[config.mk]
export PLATFORM = sky130hd
export DESIGN_NAME = pwm_breathe_bank
export DESIGN_NICKNAME = d
export VERILOG_FILES = /design/src/rtl/pwm_breathe_bank.sv
export SDC_FILE = /design/constraint.sdc
export NUM_CORES = 1
export LEC_CHECK = 0
export CAP_MARGIN = 15
export CORE_MARGIN = 1
export CORE_UTILIZATION = 51
export DETAILED_ROUTE_END_ITERATION = 6
export PLACE_DENSITY = 0.79
export SETUP_SLACK_MARGIN = 0.02
export SLEW_MARGIN = 20
export SYNTH_ARGS = -nofsm -noshare
export SYNTH_HDL_FRONTEND = slang
export SYNTH_SLANG_ARGS = --single-unit
[constraint.sdc]
create_clock -name clk -period 3.8 [get_ports clk]
set_input_delay 0.76 -clock clk [delete_from_list [all_inputs] [get_ports clk]]
set_output_delay 0.76 -clock clk [all_outputs]
set_load 0.05 [all_outputs]
[src/rtl/pwm_breathe_bank.sv]
// Multi-channel LED PWM engine: shared counter and step prescaler, per-channel static or breathing level.
// Define PWM_GAMMA_EN to compare against a squared (perceptual) level instead of the linear one.
module pwm_breathe_bank #(
    parameter int CHANNELS = 8,
    parameter int PWM_BITS = 6,
    parameter int STEP_DIV = 4096
) (
    input  logic                                              clk,
    input  logic                                              rst,
    input  logic                                              enable,
    input  logic [CHANNELS-1:0]                               mode,
    input  logic                                              duty_wr,
    input  logic [((CHANNELS > 1) ? $clog2(CHANNELS) : 1)-1:0] duty_sel,
    input  logic [PWM_BITS-1:0]                               duty_data,
    output logic [CHANNELS-1:0]                               pwm_out,
    output logic [CHANNELS*PWM_BITS-1:0]                      level_out,
    output logic                                              period_strb
);

    localparam int P     = 1 << PWM_BITS;
    localparam int PRE_W = (STEP_DIV > 1) ? $clog2(STEP_DIV) : 1;

    localparam logic [PWM_BITS-1:0] MAX      = '1;
    localparam logic [PWM_BITS-1:0] ZERO     = '0;
    localparam logic [PWM_BITS-1:0] ONE      = PWM_BITS'(1);
    localparam logic [PRE_W-1:0]    PRE_ONE  = PRE_W'(1);
    localparam logic [PRE_W-1:0]    PRE_LAST = PRE_W'(STEP_DIV - 1);

    // Staggered start so breathing channels are spread across the ramp.
    function automatic logic [PWM_BITS-1:0] init_level(input int i);
        int v;
        v = (i * P) / CHANNELS;
        return v[PWM_BITS-1:0];
    endfunction

`ifdef PWM_GAMMA_EN
    function automatic logic [PWM_BITS-1:0] gamma(input logic [PWM_BITS-1:0] s);
        logic [2*PWM_BITS-1:0] sq;
        sq = {{PWM_BITS{1'b0}}, s} * {{PWM_BITS{1'b0}}, s};
        return sq[2*PWM_BITS-1:PWM_BITS];
    endfunction
`endif

    logic [PWM_BITS-1:0] cnt;
    logic [PRE_W-1:0]    presc;
    logic                wrap;
    logic                step_tick;

    assign wrap      = enable && (cnt == MAX);
    assign step_tick = wrap && (presc == PRE_LAST);

    always_ff @(posedge clk) begin
        if (rst) begin
            cnt         <= '0;
            presc       <= '0;
            period_strb <= 1'b0;
        end else begin
            period_strb <= wrap;
            if (enable) begin
                cnt <= cnt + ONE;
            end
            if (wrap) begin
                presc <= step_tick ? '0 : presc + PRE_ONE;
            end
        end
    end

    for (genvar i = 0; i < CHANNELS; i++) begin : g_ch
        localparam logic [PWM_BITS-1:0] INIT = init_level(i);

        logic [PWM_BITS-1:0] level_q;
        logic [PWM_BITS-1:0] cmp;
        logic                down_q;
        logic                pwm_q;
        logic                sel_hit;

        assign sel_hit = duty_wr && (32'(duty_sel) == i);

        // A write always beats a breathe step; leaving static mode re-arms the ramp upwards.
        always_ff @(posedge clk) begin
            if (rst) begin
                level_q <= INIT;
                down_q  <= 1'b0;
            end else begin
                if (!mode[i]) begin
                    down_q <= 1'b0;
                end
                if (sel_hit) begin
                    level_q <= duty_data;
                end else if (mode[i] && step_tick) begin
                    if (!down_q) begin
                        if (level_q == MAX) begin
                            down_q  <= 1'b1;
                            level_q <= level_q - ONE;
                        end else begin
                            level_q <= level_q + ONE;
                        end
                    end else begin
                        if (level_q == ZERO) begin
                            down_q  <= 1'b0;
                            level_q <= ONE;
                        end else begin
                            level_q <= level_q - ONE;
                        end
                    end
                end
            end
        end

`ifdef PWM_GAMMA_EN
        // The curved compare value is latched at the wrap, so it doubles as the shadow.
        always_ff @(posedge clk) begin
            if (rst) begin
                cmp <= gamma(INIT);
            end else if (wrap) begin
                cmp <= gamma(level_q);
            end
        end
`else
        logic [PWM_BITS-1:0] shadow_q;

        always_ff @(posedge clk) begin
            if (rst) begin
                shadow_q <= INIT;
            end else if (wrap) begin
                shadow_q <= level_q;
            end
        end

        assign cmp = shadow_q;
`endif

        always_ff @(posedge clk) begin
            if (rst) begin
                pwm_q <= 1'b0;
            end else begin
                pwm_q <= enable && (cnt < cmp);
            end
        end

        assign pwm_out[i]                          = pwm_q;
        assign level_out[i*PWM_BITS +: PWM_BITS] = level_q;
    end

endmodule

Word level (Yosys, flattened, before mapping)
Cells that the tools add are included.
{ "totals": {"ff_bits": 131, "in_bits": 21, "word_cells": 210, "out_inout_bits": 57} }
{ "classes": {"magnitude_cmp": 8, "n_reduce_logical": 43, "eq_ne": 17, "addsub": 18, "mux": 89} }
{ "op_table": {"columns": ["cell", "n"], "rows": [
  ["6-bit two-way mux", 40],
  ["6-bit by 1-bit adder with 6-bit output, second input constant", 9],
  ["6-bit == test, second input constant", 9],
  ["6-bit zero test", 8],
  ["6-bit less-than comparator", 8],
  ["1-bit two-way mux", 48],
  ["6-bit by 1-bit subtractor with 6-bit output, second input constant", 8],
  ["1-bit logical AND", 26],
  ["2-bit nonzero test", 8],
  ["12-bit by 1-bit adder with 12-bit output, second input constant", 1],
  ["12-bit == test, second input constant", 1],
  ["3-bit == test, second input constant", 4],
  ["12-bit two-way mux", 1],
  ["3-bit by 2-bit == test with 1-bit output, second input constant", 2],
  ["3-bit by 1-bit == test with 1-bit output, second input constant", 1],
  ["3-bit zero test", 1]
]} }

Logic depth before layout (Yosys ltp)
{ "depth": {"word_depth": 6, "depth_mapped": 8, "mapped_depth_nobuf": 7} }

Worst setup path after synthesis
Ideal clock, no wire load.
{ "synth_timing": {"kind": "input port to flip-flop", "from": "in enable", "to": "reg g_ch[4].level_q[3]", "arrival_ns": 2.304, "t_required_ns": 3.678, "path_buffers": 2, "cell_stages": 7, "path_slack_ns": 1.374, "path_cell_list": "buf_4 nand3_4 nor4_4 buf_6 nand3_2 and4_1 a311o_1"} }
{ "synth_between": {"elab_chain_len": 4} }
{ "synth_lines": {"columns": ["element", "line_no", "text"], "rows": [
  ["start, declared", "10", "input logic enable,"],
  ["1-bit logical AND", "49", "assign wrap = enable && (cnt == MAX);"],
  ["1-bit logical AND", "50", "assign step_tick = wrap && (presc == PRE_LAST);"],
  ["1-bit logical AND", "90", "end else if (mode[i] && step_tick) begin"],
  ["2-bit nonzero test (no source line)", null, null],
  ["end signal, assigned", "89", "level_q <= duty_data;"],
  ["end signal, assigned", "94", "level_q <= level_q - ONE;"],
  ["end signal, assigned", "96", "level_q <= level_q + ONE;"],
  ["end, declared", "71", "logic [PWM_BITS-1:0] level_q;"]
]} }
Every way passes these cells.
A chain may end at the register's enable or synchronous reset.

Worst setup path in the final report
{ "layout_timing": {"from": "in enable", "to": "reg g_ch[2].level_q[2]"} }
{ "layout_between": {"elab_chain_len": 4} }
{ "layout_lines": {"columns": ["element", "line_no"], "rows": [
  ["1-bit logical AND", "49"],
  ["1-bit logical AND", "50"],
  ["1-bit logical AND", "90"],
  ["2-bit nonzero test (no source line)", null],
  ["end signal, assigned", "89"],
  ["end signal, assigned", "94"],
  ["end signal, assigned", "96"],
  ["end, declared", "71"]
]} }
Every way passes these cells.

==> results.yml <==
global_routing:
  grt_start_max_net_pins: 79
  grt_pass1_vias: 8003
  antenna_found_initial: 0
  grt_use_total: 0.296
  grt_pass1_wl_um: 42200
  grt.overflow.total: 0
yosys:
  ys_seq_elements: 131
  synthArstFlopShare: 0
  synth_top_area_cell: "dfxtp_1"
  synth.distinct_cells: 82
  synth_seq_area_share: 0.296
  yosysWarningCount: 0
  synthTopCellsByCount: "140 x nand2_1, 131 x dfxtp_1, 74 x a21oi_1"
  syn_nets: 1239
  synth_edf_count: 0
  synthMostInstantiatedCell: "nand2_1"
  synth_area_um2: 8860
  synth_top_area_frac: 0.296
  syn_inst: 1152
  netlist_top_cells_area: "dfxtp_1 30%, ha_1 9.3%, nand2_1 5.9%"
  yosys_most_used_dff: "dfxtp_1"
  avgSynthCellArea_um2: 7.69
cts:
  cts_buffer_depth: 2
  ctsHoldBuffers: 0
  clock_tree.root_cell: "clkbuf_16"
  cts_tree: "built"
  post_cts_resized: 0
  cts_htree_levels: 4
  cts_buffers: 17
  clk_latency_ps: 430
  clk_pin_slew_worst_paths_ps: 60
  postCtsSetupBuffers: 0
  clkSinkCount: 131
placed_design:
  place_ws_ps: 633
  dpl-instance-area_um2: 9580
  numPortBuffers: 77
  dp_hpwl_um: 17900
  placed_cells: 1369
  gp_congestion: 0.934
route:
  drt_pass1_iterations: 6
  drt_iter0_markers: 1089
  ant_nets: 0
  routedWlPerCell_um: 18.7
  wl_um: 26200
  vias: 8986
  via_per_inst: 6.41
  drcViolationCount: 0
power_and_ir_drop:
  combPwrFrac: 0.098
  power.density_nw_per_um2: 334
  ir_drop_mv: 0.284
  p_clk_frac: 0.475
  switching_share: 0.263
  seq_power_share: 0.427
  power_mw: 3.39
  p_leak_nw: 3.67
  p_sw_mw: 0.892
  p_int_mw: 2.50
worst_setup_path:
  start_kind: "input pin"
  crit_required_ps: 4120
  startpoint: "enable"
  r2r_slack_ps: 1080
  worstReg2RegStart: "cnt[1]"
  worstSetupPathType: "in -> reg"
  arrival_ps: 3110
  critPathMaxFanout: 18
  reg2reg_depth: 7
  crit_end: "g_ch[2].level_q[2]"
  worst_setup_path_end_kind: "flip-flop"
  timing.rr.end: "g_ch[2].level_q[2]"
floorplan:
  start_util: 0.529
  die_y_um: 134
  die_x_um: 134
  num_io_pins: 78
  core-area_um2: 16800
  fp-row-count: 47
  dieArea_um2: 17900
timing:
  fin_setup_tns_ps: 0
  finalHoldViolCount: 0
  finalCritPeriodShare: 0.736
  rsz0062_at_grt: "no"
  worst_slack_ps: 1000
  setup_viol: 0
  worst_pin_slew_ps: 847
  fin_skew_ps: 7.73
  fmax_mhz: 358
  slew_violations: 0
  period_needed_ps: 2800
  whs_ps: 456
  max_slew_margin: 0.435
worst_hold_path:
  hold_path_depth: 2
  hold_path.class: "reg -> reg"
final_layout:
  fin_cells: 1401
  diodes: 0
  design_area_um2: 10200
  nFillCells: 1498
  fin_util: 0.606
  syn2layout_area_growth_pct: 14.6
  drive_above_1_share: 0.0610
  num-nets-final: 1255
outcome:
  status: "complete, no violations"
run:
  drv_cap: 0
## worst max-delay path, cell delays in order
cell and delay, ps:
clkdlybuf4s50_1 650, nand3_4 220, nor4_4 320, buf_4 320, and3_1 410, o221ai_1 180
a31o_1 240
## final cells by class
cell class | instances | area, um2 | area share
well taps | 220 | 275 | 0.0271
repair buffers | 90 | 876 | 0.0862
clock buffers | 20 | 447 | 0.0440
multi-input cells | 861 | 5550 | 0.547
clock inverters | 12 | 134 | 0.0132
flip-flops and latches | 131 | 2620 | 0.258
inverters | 67 | 251 | 0.0248
## kinds of logic (layout without fill, tap and decap cells)
group / after synthesis / in the layout / synth area share
AO/OA/AOI/OAI: 300 / 300 / 0.226
multiplexers: 8 / 8 / 0.00918
adder cells (fa/ha/maj): 66 / 66 / 0.0932
flip-flops: 131 / 131 / 0.296
AND/OR/NAND/NOR: 470 / 470 / 0.280
XOR/XNOR: 17 / 17 / 0.0168
buffers and inverters: 160 / 189 / 0.0788
## worst min-delay path by stage
stage / start / slack, ps / to
after detailed placement: g_ch[5].cmp[2] / 450 / g_ch[5].cmp[2]
after global placement: g_ch[3].cmp[5] / 440 / g_ch[3].cmp[5]
after floorplan: g_ch[0].cmp[1] / 440 / g_ch[0].cmp[1]
after CTS: g_ch[1].cmp[2] / 460 / g_ch[1].cmp[2]
after global routing: g_ch[1].cmp[0] / 470 / g_ch[1].cmp[0]
final: g_ch[6].cmp[1] / 460 / g_ch[6].cmp[1]
## power groups by stage
stage          clock network, mW  logic (mW)  registers (mW)
2_1_floorplan                  0       0.195            1.49
3_3_place_gp                   0       0.323            1.48
3_5_place_dp                   0       0.325            1.48
4_1_cts                     1.62       0.327            1.45
5_1_grt                     1.68       0.353            1.45
6_report                    1.61       0.332            1.45
## cell usage in the layout (no fill, tap or decap), drive strengths merged, types with 25 or more instances in the layout
| master | Yosys | routed |
|---|---|---|
| nand2 | 140 | 140 |
| dfxtp | 131 | 131 |
| clkdlybuf4s50 | 0 | 76 |
| a21oi | 74 | 74 |
| nor2 | 68 | 68 |
| inv | 67 | 67 |
| ha | 66 | 66 |
| nand3 | 56 | 56 |
| nor3 | 50 | 50 |
| o21ai | 50 | 50 |
| nand4 | 27 | 27 |
| and3 | 25 | 25 |
## state kept, by name (all words and copies together), names as in the netlist
signal,cells
cnt,6
g_ch.cmp,48
g_ch.down_q,8
g_ch.level_q,48
g_ch.pwm_q,8
period_strb,1
presc,12
## layer usage
metal | routed length (um) | GRT usage | vias to the layer above
met4 | 774 | 0.103 | 0
met5 | 0 | 0 | -
met1 | 11500 | 0.428 | 4180
li1 | - | - | 4238
met2 | 11200 | 0.433 | 502
met3 | 2620 | 0.0631 | 66
(Power assumes the default switching activity.)
